`config.mk`:
```
export PLATFORM = sky130hd
export DESIGN_NAME = lif_membrane_flat
export DESIGN_NICKNAME = d
export VERILOG_FILES = /design/src/rtl/lif_membrane_if.sv /design/src/rtl/lif_membrane.sv /design/src/flat_wrapper.sv
export SDC_FILE = /design/constraint.sdc
export NUM_CORES = 1
export LEC_CHECK = 0
export ABC_AREA = 1
export CAP_MARGIN = 10
export CORE_AREA = 2 2 67 69
export CTS_BUF_LIST = sky130_fd_sc_hd__clkbuf_4
export DETAILED_ROUTE_END_ITERATION = 6
export DIE_AREA = 0 0 69 71
export GPL_TIMING_DRIVEN = 0
export RECOVER_POWER = 50
export SYNTH_ARGS = -nofsm -noshare
export SYNTH_HDL_FRONTEND = slang
export SYNTH_SLANG_ARGS = --single-unit
export TNS_END_PERCENT = 30
```
`constraint.sdc`:
```
create_clock -name clk -period 2.5 [get_ports clk]
set_input_delay 0.375 -clock clk [delete_from_list [all_inputs] [get_ports clk]]
set_output_delay 0.375 -clock clk [all_outputs]
set_load 0.02 [all_outputs]
```
`src/rtl/lif_membrane_if.sv`:
```
// Signal bundle between the batch-normalization stage and the LIF membrane.
// The master drives the neuron inputs, and the slave (the neuron) returns its state.
interface lif_membrane_if #(
  parameter int WIDTH        = 6,
  parameter int REFRAC_WIDTH = 3
);
  logic                    ena;
  logic signed [WIDTH-1:0] bn_in;
  logic [WIDTH-2:0]        threshold;
  logic [1:0]              leak_shift;
  logic                    reset_mode;
  logic [REFRAC_WIDTH-1:0] refrac_period;
  logic signed [WIDTH-1:0] u_fb;
  logic signed [WIDTH-1:0] membrane;
  logic                    spike;
  logic                    refractory;
  logic [7:0]              spike_count;

  modport master (
    output ena, bn_in, threshold, leak_shift, reset_mode, refrac_period,
    input  u_fb, membrane, spike, refractory, spike_count
  );

  modport slave (
    input  ena, bn_in, threshold, leak_shift, reset_mode, refrac_period,
    output u_fb, membrane, spike, refractory, spike_count
  );
endinterface

```
`src/rtl/lif_membrane.sv`:
```
// Leaky integrate-and-fire membrane: threshold compare, reset, leak feedback and spike counting.
// Optional refractory counter is enabled by defining LIF_REFRACTORY_EN.
module lif_membrane #(
  parameter int WIDTH        = 6,
  parameter int REFRAC_WIDTH = 3
) (
  input logic           clk,
  input logic           rst_n,
  lif_membrane_if.slave bus
);

  function automatic logic signed [WIDTH-1:0] leak(input logic signed [WIDTH-1:0] u,
                                                   input logic [1:0] sh);
    logic signed [WIDTH-1:0] r;
    if (sh == 2'd0) r = u;
    else            r = u - (u >>> sh);
    return r;
  endfunction

  function automatic logic [7:0] sat_inc(input logic [7:0] c);
    return (c == 8'hFF) ? c : c + 8'd1;
  endfunction

  logic signed [WIDTH-1:0] membrane_p0;
  logic                    spike_p0;
  logic [7:0]              count_p0;
  logic signed [WIDTH-1:0] thr_ext;
  logic                    in_refrac;
  logic                    fire;
  logic signed [WIDTH-1:0] membrane_nxt;

  assign thr_ext = $signed({1'b0, bus.threshold});
  assign fire    = ~in_refrac & (bus.bn_in >= thr_ext);

  always_comb begin
    membrane_nxt = bus.bn_in;
    if (in_refrac)           membrane_nxt = membrane_p0;
    else if (fire)           membrane_nxt = bus.reset_mode ? '0 : bus.bn_in - thr_ext;
  end

  // Stage p0: membrane state, spike flag and spike counter
  always_ff @(posedge clk or negedge rst_n) begin
    if (!rst_n) begin
      membrane_p0 <= '0;
      spike_p0    <= 1'b0;
      count_p0    <= '0;
    end else if (bus.ena) begin
      membrane_p0 <= membrane_nxt;
      spike_p0    <= fire;
      if (fire) count_p0 <= sat_inc(count_p0);
    end
  end

`ifdef LIF_REFRACTORY_EN
  logic [REFRAC_WIDTH-1:0] refrac_cnt_p0;

  assign in_refrac = |refrac_cnt_p0;

  always_ff @(posedge clk or negedge rst_n) begin
    if (!rst_n)          refrac_cnt_p0 <= '0;
    else if (bus.ena) begin
      if (in_refrac)     refrac_cnt_p0 <= refrac_cnt_p0 - REFRAC_WIDTH'(1);
      else if (fire)     refrac_cnt_p0 <= bus.refrac_period;
    end
  end
`else
  logic unused_refrac_period;

  assign in_refrac            = 1'b0;
  assign unused_refrac_period = ^bus.refrac_period;
`endif

  assign bus.u_fb        = leak(membrane_p0, bus.leak_shift);
  assign bus.membrane    = membrane_p0;
  assign bus.spike       = spike_p0;
  assign bus.refractory  = in_refrac;
  assign bus.spike_count = count_p0;

endmodule
```
`src/flat_wrapper.sv`:
```
// flat-port wrapper written by rule: the top's interface ports become plain ports
module lif_membrane_flat 
#(
  parameter int WIDTH        = 6,
  parameter int REFRAC_WIDTH = 3
)
  (clk, rst_n, bus_ena, bus_bn_in, bus_threshold, bus_leak_shift, bus_reset_mode, bus_refrac_period, bus_u_fb, bus_membrane, bus_spike, bus_refractory, bus_spike_count);
  lif_membrane_if #(.WIDTH(WIDTH), .REFRAC_WIDTH(REFRAC_WIDTH)) bus_i ();
  input logic clk;
  input logic rst_n;
  input wire logic [$bits(bus_i.ena)-1:0] bus_ena;
  input wire logic [$bits(bus_i.bn_in)-1:0] bus_bn_in;
  input wire logic [$bits(bus_i.threshold)-1:0] bus_threshold;
  input wire logic [$bits(bus_i.leak_shift)-1:0] bus_leak_shift;
  input wire logic [$bits(bus_i.reset_mode)-1:0] bus_reset_mode;
  input wire logic [$bits(bus_i.refrac_period)-1:0] bus_refrac_period;
  output wire logic [$bits(bus_i.u_fb)-1:0] bus_u_fb;
  output wire logic [$bits(bus_i.membrane)-1:0] bus_membrane;
  output wire logic [$bits(bus_i.spike)-1:0] bus_spike;
  output wire logic [$bits(bus_i.refractory)-1:0] bus_refractory;
  output wire logic [$bits(bus_i.spike_count)-1:0] bus_spike_count;
  assign bus_i.ena = bus_ena;
  assign bus_i.bn_in = bus_bn_in;
  assign bus_i.threshold = bus_threshold;
  assign bus_i.leak_shift = bus_leak_shift;
  assign bus_i.reset_mode = bus_reset_mode;
  assign bus_i.refrac_period = bus_refrac_period;
  assign bus_u_fb = bus_i.u_fb;
  assign bus_membrane = bus_i.membrane;
  assign bus_spike = bus_i.spike;
  assign bus_refractory = bus_i.refractory;
  assign bus_spike_count = bus_i.spike_count;
  lif_membrane #(.WIDTH(WIDTH), .REFRAC_WIDTH(REFRAC_WIDTH)) u_core (.clk(clk), .rst_n(rst_n), .bus(bus_i));
endmodule
```
-- Word level (Yosys, flattened, before mapping)
Index checks and enable logic that the tools add are counted.
Widths: inputs -> output; s select.
- muxes and demuxes: 3
- add/subtract/negate cells: 3
- divide/modulo/power cells: 0
- equality and inequality tests: 1
- bitwise gates (word level): 1
- multiply operators: 0
- order comparisons: 1
- reduce and logical (&&, ||, !) cells: 2
- shifts and indexed selects: 1
- operators by type and width (operator ; number):
    $mux 6 ; 3
    $add 8x1->8 const B ; 1
    $eq 8x8->1 const B ; 1
    $ge 6x6->1 ; 1
    $sshr 6x2->6 ; 1
    $sub 6x5->6 ; 1
    $sub 6x6->6 ; 1
    $reduce_and 3->1 ; 1
    $logic_not 2->1 ; 1
    $not 1->1 ; 1
- output and inout bits: 22
- RAM bits: 0
- memory bits (read-only): 0
- register bits after elaboration: 15
- latch bits: 0
- logic and storage cells: 15
- memories: 0

-- Depth between registers and ports, before layout
Gate-level depths: netlist of run 1.
- depth in word-level cells: 3
- mapped depth: 12
- gate-level depth less buffers: 12

-- Worst setup path after synthesis of run 1
OpenSTA, ideal clock, no wires.
- path type: input to output
- start point: in bus_leak_shift[0]
- end point: out bus_u_fb[4]
- arrival time: 2215 ps
- slack: -90 ps
- stages: 12
- required time: 2125 ps
- buffers on the path: 1
- path through: buf_2 nor2_2 nand2_1 o211ai_1 ha_1 inv_1 fa_1 nand2_1 nand2_1 a21oi_1 xor2_1 o21bai_1
- longest elaborated chain between the ends: 3
- elaborated cells between the ends (all ways): 4
- classes of those cells: add/sub (1); shift (1); mux (1); reduce/logical (1)
- RTL lines (element ; line ; text):
    from (decl) ; flat_wrapper.sv:14 ; input wire logic [$bits(bus_i.leak_shift)-1:0] bus_leak_shift;
    $sshr 6x2->6 ; lif_membrane.sv:16 ; else r = u - (u >>> sh);
    $sub 6x6->6 ; lif_membrane.sv:16 ;
    $mux 6 * ; lif_membrane.sv:15 ; if (sh == 2'd0) r = u;
    to (decl) ; flat_wrapper.sv:17 ; output wire logic [$bits(bus_i.u_fb)-1:0] bus_u_fb;
Mark *: on every way between the ends. The rest lies on a longest branch, timed or not.

-- Worst setup path in the final report of run 1
- start point: in bus_leak_shift[1]
- end point: out bus_u_fb[4]
The elaborated chain is that of the path after synthesis.

==> impl_metrics.py, run 1 <==
metrics = {
    "run_status": {
        "status": "complete, but fails checks",
        "violations": "negative setup slack",
    },
    "logic_synthesis": {
        "synth_fp_nets": 225,
        "synth_seq_cells": 15,
        "netlist_area_sq_mm": 0.001424,
        "netlist.area_leader.share": 0.2636,
        "yosysWarnings": 0,
        "synth_edf_count": 0,
        "yosys.area.top_type": "dfrtp_1",
        "yosys-top-cells-count": "nand2_1, inv_1, nand3_1",
        "synth_flop_cell": "dfrtp_1",
        "synth.distinct_cells": 29,
        "syn_area_per_cell_sq_um": 7.455,
        "async_flop_share": 1.000,
        "syn_inst": 191,
        "ys_seq_area_frac": 0.2636,
        "netlist_top_cells_area": "dfrtp_1, nand2_1, ha_1",
        "synth_most_common_cell": "nand2_1",
    },
    "critical_path": {
        "end_kind": "output port",
        "cp_data_arrival_time_ps": 2250,
        "slowest_stage": "fa_2",
        "critPathKind": "in -> out",
        "cp_top_family": "buffers and inverters",
        "crit_chain": "clkdlybuf4s15_1, inv_2, o211ai_1, ha_2, inv_2, fa_2, nand2_2, nand2_2, a21oi_2, xor2_1, o21bai_2, buf_6",
        "worstSetupStartpointType": "input port",
        "crit_fanout": 5,
        "crit_required_ps": 2120,
        "crit_buf_inv": 4,
        "cp_slowest_stage_delay_ps": 340,
    },
    "floorplanning": {
        "coreArea_sq_mm": 0.004204,
        "row_count": 24,
        "initial_utilization": 0.3387,
        "ioPinCount": 42,
        "die_y_um": 71,
        "die_w_um": 69,
        "die-area_sq_mm": 0.004899,
    },
    "finish": {
        "layout-area-overhead-vs-synth_pct": 37.26,
        "final_cells": 290,
        "post-route-cell-area_sq_mm": 0.001954,
        "fin_nets": 273,
        "n_fill_cell": 443,
        "drive_above_1_share": 0.2311,
        "antennaDiodeCount": 0,
    },
    "global_routing": {
        "globalRouteOverflowTotal": 0,
        "antenna_found_initial": 0,
        "first_global_vias": 1267,
        "grt.total_usage": 0.1316,
        "grt_first_pass_wirelength_um": 5423,
        "grt_start_max_net_pins": 16,
    },
    "drt": {
        "drc_errors": 0,
        "wl_per_cell_um": 10.12,
        "vias_per_cell": 4.490,
        "drt_iter0_drc": 17,
        "vias": 1302,
        "routed_wl_um": 2934,
        "ant_nets": 0,
        "dr.pass1.iters": 4,
    },
    "clocking": {
        "cts_root_buf": "clkbuf_4",
        "cts_htree_levels": 1,
        "cts_tree": "done",
        "clkSinkCount": 15,
        "clk_pin_slew_ps": 90,
        "clock_path_buffers": 2,
        "insertion_delay_ps": 280,
        "cts_made_buffers": 3,
        "cts_hold_buf": 0,
    },
    "sta": {
        "fin_crit_ps": 2627,
        "skew_ps": 4.253,
        "rsz0062_at_grt": "yes",
        "slew_headroom": 0.5428,
        "setup_slack_ps": -127.4,
        "tightest_slew_ps": 683.5,
        "period_share": 1.051,
        "finalHoldViolations": 0,
        "setup_viol": 1,
        "fmax_ghz": 0.3806,
        "final_max_slew_viol_count": 0,
    },
    "placement": {
        "place.gp.congestion": 0.8155,
        "dp.cells": 279,
        "dp_hpwl_um": 2376,
        "place_area_sq_mm": 0.001853,
        "port_buffers": 36,
        "place_ws_ps": -1083,
    },
    "power": {
        "power.density_mw_per_mm2": 576.4,
        "p_leak_nw": 0.9433,
        "power_mw": 1.127,
        "peakVddDrop_mv": 0.1904,
    },
    "job": {
        "maxCapViolCount": 0,
    },
    "min_path": {
        "min_path_type": "reg -> reg",
    },
}
-- registers in the layout, summed over array words and instances (netlist names) --
register / cells
u_core.bus.membrane: 6
u_core.bus.spike_count: 8
u_core.bus.spike: 1
-- cell families after synthesis --
group	count (synthesis)	share of synthesized area
xor+xnor	8	0.04921
compound gates	28	0.1177
simple gates	92	0.3208
other cells	1	0.002634
buf+inv	32	0.1054
fa+ha+maj	14	0.1336
mux	1	0.007030
flops	15	0.2636
-- layer usage --
layer	wire [um]	vias to the layer above	track usage
li1	-	710	-
met1	1339	567	0.1723
met2	1489	23	0.2340
met3	90	2	0.004274
met4	14	0	0.04575
met5	0	-	0
-- cell usage in the layout, fill, tap and decap left out, types with 8 or more instances in the layout --
cell / Yosys / final
nand2_2: 5 / 8
dfrtp_1: 15 / 12
buf_4: 1 / 9
clkdlybuf4s50_1: 0 / 19
nand3_1: 20 / 20
dlygate4sd3_1: 0 / 10
ha_1: 12 / 11
nor2_1: 10 / 10
nand2_1: 46 / 43
inv_1: 28 / 25
-- report_power, final --
group	internal, mW	switching, mW	total, mW
Combinational	0.293	0.344	0.637
Clock	0.0727	0.0769	0.150
Sequential	0.286	0.0537	0.340
Total	0.652	0.475	1.13
-- cell type report --
cell class | instances | area (sq um) | area share
inverter | 29 | 122.6 | 0.06274
tap | 52 | 65.06 | 0.03329
buffer | 3 | 27.53 | 0.01408
timing repair buffer | 43 | 399.1 | 0.2042
multi-input combinational | 144 | 930.9 | 0.4763
sequential | 15 | 379.1 | 0.1940
clock buffer | 4 | 30.03 | 0.01536
-- through the flow --
stage | utilization | setup TNS, ps | hold WS, ps
after floorplan | - | -6.139 | 79.41
after global placement | 0.4408 | -4750 | 482.8
after detailed placement | 0.4408 | -4609 | 484.7
after CTS | 0.4658 | -156.0 | 505.5
after global routing | 0.4649 | -544.0 | 552.1
final | 0.4649 | -127.4 | 493.1
-- repair_timing --
item | 4_1_cts | 5_1_grt
setup endpoints to repair | 6 | 6
pin swaps | 8 | 5
hold endpoints to repair | 0 | 0
gates resized for setup | 39 | 8
setup buffers | 7 | 0
-- worst min-delay path, stage by stage, from the launching register on --
cell,delay (ps)
dfrtp_1,350
nand2_1,50
o21ai_0,60
-- path summary, 6_finish.rpt --
| path | slack [ps] | start | endpoint | cells after the start |
|---|---|---|---|---|
| worst max-delay path | -130 | bus_leak_shift[1] | bus_u_fb[4] | 12 |
| worst max register to register | 1070 | u_core.bus.spike_count[0] | u_core.bus.spike_count[5] | 8 |
| min in group asynchronous | 570 | rst_n | u_core.bus.membrane[4] | 1 |
| worst min-delay path | 490 | u_core.bus.spike | u_core.bus.spike | 2 |
| max in group asynchronous | 1450 | rst_n | u_core.bus.membrane[5] | 1 |
| worst min register to register | 490 | u_core.bus.spike | u_core.bus.spike | 2 |
(Power assumes the default switching activity.)
==> run 2: changes to the inputs <==
Settings changed: TNS_END_PERCENT 30 to default.
==> run 2 against run 1 <==
Effect of this change: the run still ends with negative setup slack left; critical path depth grew 1; sequential share of layout area shrank 0.12 points; cell count grew 0.69%; via count is essentially flat; clock skew is essentially flat; register-to-register slack is essentially flat; final area grew 0.64%; critical path type is now reg -> out.
==> impl_metrics.py, run 2 (synthesis results as in run 1) <==
metrics = {
    "run_status": {
        "violations": "negative setup slack",
        "status": "complete, but fails checks",
    },
    "critical_path": {
        "cp_slowest_stage_delay_ps": 370,
        "cp_data_arrival_time_ps": 2230,
        "crit_buf_inv": 3,
        "worstSetupStartpointType": "flip-flop",
        "crit_required_ps": 2120,
        "end_kind": "output port",
        "slowest_stage": "dfrtp_2",
        "crit_chain": "inv_2, nand2_2, o21ai_2, o211ai_1, ha_2, inv_2, fa_2, nand2_2, nand2_2, a21oi_2, xor2_1, o21bai_2, buf_6",
        "cpMostUsedCell": "nand2_2",
        "cp_top_family": "adder cells",
        "crit_fanout": 2,
        "critPathKind": "reg -> out",
    },
    "drt": {
        "vias_per_cell": 4.462,
        "vias": 1303,
        "dr.pass1.iters": 4,
        "ant_nets": 0,
        "wl_per_cell_um": 9.955,
        "drc_errors": 0,
        "routed_wl_um": 2907,
        "drt_iter0_drc": 23,
    },
    "clocking": {
        "cts_tree": "done",
        "insertion_delay_ps": 280,
        "clkSinkCount": 15,
        "cts_hold_buf": 0,
        "cts_root_buf": "clkbuf_4",
        "clk_pin_slew_ps": 90,
        "clock_path_buffers": 2,
        "cts_htree_levels": 1,
        "cts_made_buffers": 3,
    },
    "power": {
        "power.density_mw_per_mm2": 573.4,
        "clkPwrFrac": 0.133,
        "power_switching_mw": 0.4731,
        "p_sw_frac": 0.4195,
        "p_leak_nw": 0.9552,
        "power_frac_comb": 0.568,
        "p_int_mw": 0.6547,
        "peakVddDrop_mv": 0.1899,
        "seqPwrFrac": 0.299,
    },
    "sta": {
        "finalHoldViolations": 0,
        "slew_headroom": 0.5411,
        "skew_ps": 4.128,
        "period_share": 1.042,
        "setup_slack_ps": -104.2,
        "tightest_slew_ps": 686.1,
        "fmax_ghz": 0.3840,
        "hold_ws_ps": 493.1,
        "rsz0062_at_grt": "yes",
        "fin_crit_ps": 2604,
        "setup_viol": 1,
        "final_max_slew_viol_count": 0,
    },
    "finish": {
        "drive_above_1_share": 0.2375,
        "final_util": 0.4679,
        "final_cells": 292,
        "final_cell_mix": "nand2_1, inv_1, nand3_1",
        "post-route-cell-area_sq_mm": 0.001967,
        "largest_reg_flops": 8,
        "final_common_cell": "nand2_1",
        "layout-area-overhead-vs-synth_pct": 38.14,
        "fin_nets": 275,
        "antennaDiodeCount": 0,
    },
    "floorplanning": {
        "die_w_um": 69,
        "initial_utilization": 0.3387,
        "die-area_sq_mm": 0.004899,
        "die_y_um": 71,
        "row_count": 24,
        "coreArea_sq_mm": 0.004204,
        "ioPinCount": 42,
    },
    "global_routing": {
        "antenna_found_initial": 0,
        "globalRouteOverflowTotal": 0,
        "grt_start_max_net_pins": 16,
        "first_global_vias": 1267,
        "grt_first_pass_wirelength_um": 5382,
        "grt.total_usage": 0.1301,
    },
    "placement": {
        "port_buffers": 36,
        "dp.cells": 279,
        "dp_hpwl_um": 2376,
        "place_ws_ps": -1083,
        "place.gp.congestion": 0.8155,
        "place_area_sq_mm": 0.001853,
    },
    "min_path": {
        "min_path_type": "reg -> reg",
    },
    "job": {
        "maxCapViolCount": 0,
    },
}
-- run 2: changes by cell type in the layout (fill, tap and decap cells not counted), sizes merged --
cell | previous run | this run
buf | 15 | 17
-- run 2: through the flow --
step	power (mW)	TNS (ps)
after floorplan	0.7324	-6.139
after global placement	0.9657	-4750
after detailed placement	0.9714	-4609
after CTS	1.156	-132.9
after global routing	1.229	-560.1
final	1.128	-104.2
-- run 2: final cells by class --
cell class,instances,area [sq um]
Tap cell,52,65.06
Fill cell,434,2237
Sequential cell,15,379.1
Timing Repair Buffer,45,411.6
Inverter,29,122.6
Multi-Input combinational cell,144,930.9
Buffer,3,27.53
Clock buffer,4,30.03
-- run 2: final timing paths --
check	startpoint	endpoint	slack [ps]	depth (start not counted)
setup / recovery	u_core.bus.membrane[3]	bus_u_fb[4]	-100	13
setup reg to reg	u_core.bus.spike_count[0]	u_core.bus.spike_count[5]	1070	8
hold / removal	u_core.bus.spike	u_core.bus.spike	490	2
hold reg to reg	u_core.bus.spike	u_core.bus.spike	490	2
max in group asynchronous	rst_n	u_core.bus.membrane[5]	1450	1
min in group asynchronous	rst_n	u_core.bus.membrane[4]	570	1
-- run 2: worst register-to-register path: stages, from the launching register on --
cell and delay, ps:
dfrtp_1 410, ha_1 220, nand3_2 120, nor2_4 130, nand3_2 90, nand3_4 130, buf_8 160, nand2_2 60
o21ai_2 50
-- run 2: repair_timing --
item / in CTS / in global routing
endpoints found under the hold margin: 0 / 0
endpoints found under the setup margin: 6 / 6
setup buffers: 8 / 1
resized for setup: 40 / 4
pin swaps: 9 / 5
-- run 2: power by group through the flow --
| stage | combinational (mW) | sequential (mW) | clock (mW) |
|---|---|---|---|
| detailed placement | 0.620 | 0.351 | 0 |
| global placement | 0.614 | 0.351 | 0 |
| global route | 0.714 | 0.349 | 0.166 |
| floorplan | 0.338 | 0.395 | 0 |
| finish | 0.640 | 0.338 | 0.150 |
| CTS | 0.661 | 0.339 | 0.156 |
-- run 2: layer usage --
metal	vias to the layer above	track usage	wire length (um)
li1	713	-	-
met1	565	0.1723	1353
met2	23	0.2286	1448
met3	2	0.004274	91
met4	0	0.04575	14
met5	-	0	0
==> run 3: changes to the inputs <==
Settings changed: ABC_CLOCK_PERIOD_IN_PS from default to 2300, SKIP_CTS_REPAIR_TIMING from default to 1.
Clock period 2.5 ns to 2.3 ns, I/O delays scaled along.
==> run 3 against run 2 <==
Effect of this change: the flow still finishes with violations (negative setup slack); combinational power grew 8.4%; final area shrank 0.64%; hold slack gained 11 ps; clock skew shrank 3.7 ps; sequential power grew 11%; routed wire length shrank 1.2%; register-to-register slack lost 210 ps; die area is the same; non-clock buffer count shrank 4; critical endpoint unchanged; sequential share of layout area grew 0.25 points; first-iteration DRC count grew 13%; utilization shrank 0.30 points.
==> impl_metrics.py, run 3 (synthesis results as in run 1) <==
metrics = {
    "finish": {
        "n_fill_cell": 443,
        "layout-area-overhead-vs-synth_pct": 37.26,
        "largest_reg_flops": 8,
        "final_cells": 288,
        "post-route-cell-area_sq_mm": 0.001954,
        "final_cell_mix": "nand2_1, inv_1, clkdlybuf4s50_1",
        "final_util": 0.4649,
        "antennaDiodeCount": 0,
        "fin_nets": 271,
        "final_common_cell": "nand2_1",
        "drive_above_1_share": 0.2246,
    },
    "critical_path": {
        "crit_chain": "inv_2, nand2_2, o21ai_2, o211ai_1, ha_2, inv_2, fa_2, nand2_2, nand2_2, a21oi_2, xor2_1, o21bai_2, buf_6",
        "worstReg2RegStart": "u_core.bus.spike_count[0]",
        "slowest_stage": "dfrtp_2",
        "critPathKind": "reg -> out",
        "r2r_end": "u_core.bus.spike_count[2]",
        "crit_fanout": 2,
        "end_kind": "output port",
        "cpMostUsedCell": "nand2_2",
        "cp_slowest_stage_delay_ps": 370,
        "startpoint": "u_core.bus.membrane[3]",
        "reg2reg_depth": 8,
        "worstSetupStartpointType": "flip-flop",
        "cp_data_arrival_time_ps": 2200,
        "crit_required_ps": 1960,
        "rrSetupSlack_ps": 860,
    },
    "clocking": {
        "clk_pin_slew_ps": 80,
        "insertion_delay_ps": 280,
        "clock_path_buffers": 2,
        "cts_tree": "done",
        "cts_htree_levels": 1,
        "clkSinkCount": 15,
        "cts_made_buffers": 3,
        "cts_root_buf": "clkbuf_4",
    },
    "drt": {
        "drc_errors": 0,
        "drt_iter0_drc": 26,
        "dr.pass1.iters": 4,
        "vias": 1309,
        "ant_nets": 0,
        "routed_wl_um": 2871,
        "vias_per_cell": 4.545,
        "wl_per_cell_um": 9.969,
    },
    "floorplanning": {
        "initial_utilization": 0.3387,
        "die-area_sq_mm": 0.004899,
        "ioPinCount": 42,
        "die_y_um": 71,
        "row_count": 24,
        "coreArea_sq_mm": 0.004204,
        "die_w_um": 69,
    },
    "power": {
        "power.density_mw_per_mm2": 623.9,
        "p_leak_nw": 0.9403,
        "power_mw": 1.219,
        "peakVddDrop_mv": 0.2127,
    },
    "placement": {
        "port_buffers": 36,
        "place_area_sq_mm": 0.001879,
        "dp.cells": 279,
        "place_ws_ps": -1076,
        "dp_hpwl_um": 2405,
        "place.gp.congestion": 0.8133,
    },
    "sta": {
        "rsz0062_at_grt": "yes",
        "skew_ps": 0.4213,
        "slew_headroom": 0.5355,
        "setup-tns-final_ps": -431.6,
        "hold_ws_ps": 504.1,
        "fin_crit_ps": 2549,
        "final_max_slew_viol_count": 0,
        "tightest_slew_ps": 694.4,
        "setup_slack_ps": -249.0,
        "fmax_ghz": 0.3923,
        "period_share": 1.108,
        "setup_viol": 3,
        "finalHoldViolations": 0,
    },
    "global_routing": {
        "grt_start_max_net_pins": 16,
        "grt_first_pass_wirelength_um": 4940,
        "antenna_found_initial": 0,
        "first_global_vias": 1158,
        "globalRouteOverflowTotal": 0,
        "grt.total_usage": 0.1185,
    },
    "run_status": {
        "status": "complete, but fails checks",
        "violations": "negative setup slack",
    },
    "min_path": {
        "holdPathStages": 2,
        "min_path_type": "reg -> reg",
        "hp-start": "u_core.bus.spike",
        "holdPathEnd": "u_core.bus.spike",
    },
    "job": {
        "maxCapViolCount": 0,
    },
}
==> run 3: layer usage <==
layer  part of all wire  track usage  wire [um]  vias up
met5                  0            0          0        -
met4             0.0049      0.03922         14        0
met3              0.029     0.005698         84        2
met2               0.50       0.2115       1429       24
met1               0.47       0.1540       1344      577
li1                   -            -          -      706
==> run 3: worst max path at each step <==
stage,depth (start not counted),slack (ps),endpoint
final,13,-250,bus_u_fb[4]
after global routing,13,-410,bus_u_fb[4]
after CTS,13,-1090,bus_u_fb[4]
after detailed placement,13,-1080,bus_u_fb[4]
after global placement,13,-1100,bus_u_fb[4]
after floorplan,12,-10,bus_u_fb[4]
==> run 3: final cells by class <==
type | count | area [sq um] | area share
clock buffer | 3 | 22.52 | 0.01152
tap | 52 | 65.06 | 0.03329
multi-input combinational | 144 | 927.1 | 0.4744
clock inverter | 1 | 5.005 | 0.002561
sequential | 15 | 381.6 | 0.1953
buffer | 3 | 37.54 | 0.01921
timing repair buffer | 41 | 392.9 | 0.2010
inverter | 29 | 122.6 | 0.06274
==> run 3: power by group <==
part / internal [mW] / total [mW] / switching, mW
combinational: 0.329 / 0.694 / 0.365
clock: 0.0645 / 0.150 / 0.0857
sequential: 0.312 / 0.375 / 0.0635
==> run 3: critical path: cells and delay by family (launching register included) <==
kind            cells  cell delay, ps
buf+inv             3             210
xor+xnor            1             190
simple gates        3             180
flops               1             370
fa+ha+maj           2             560
compound gates      4             410
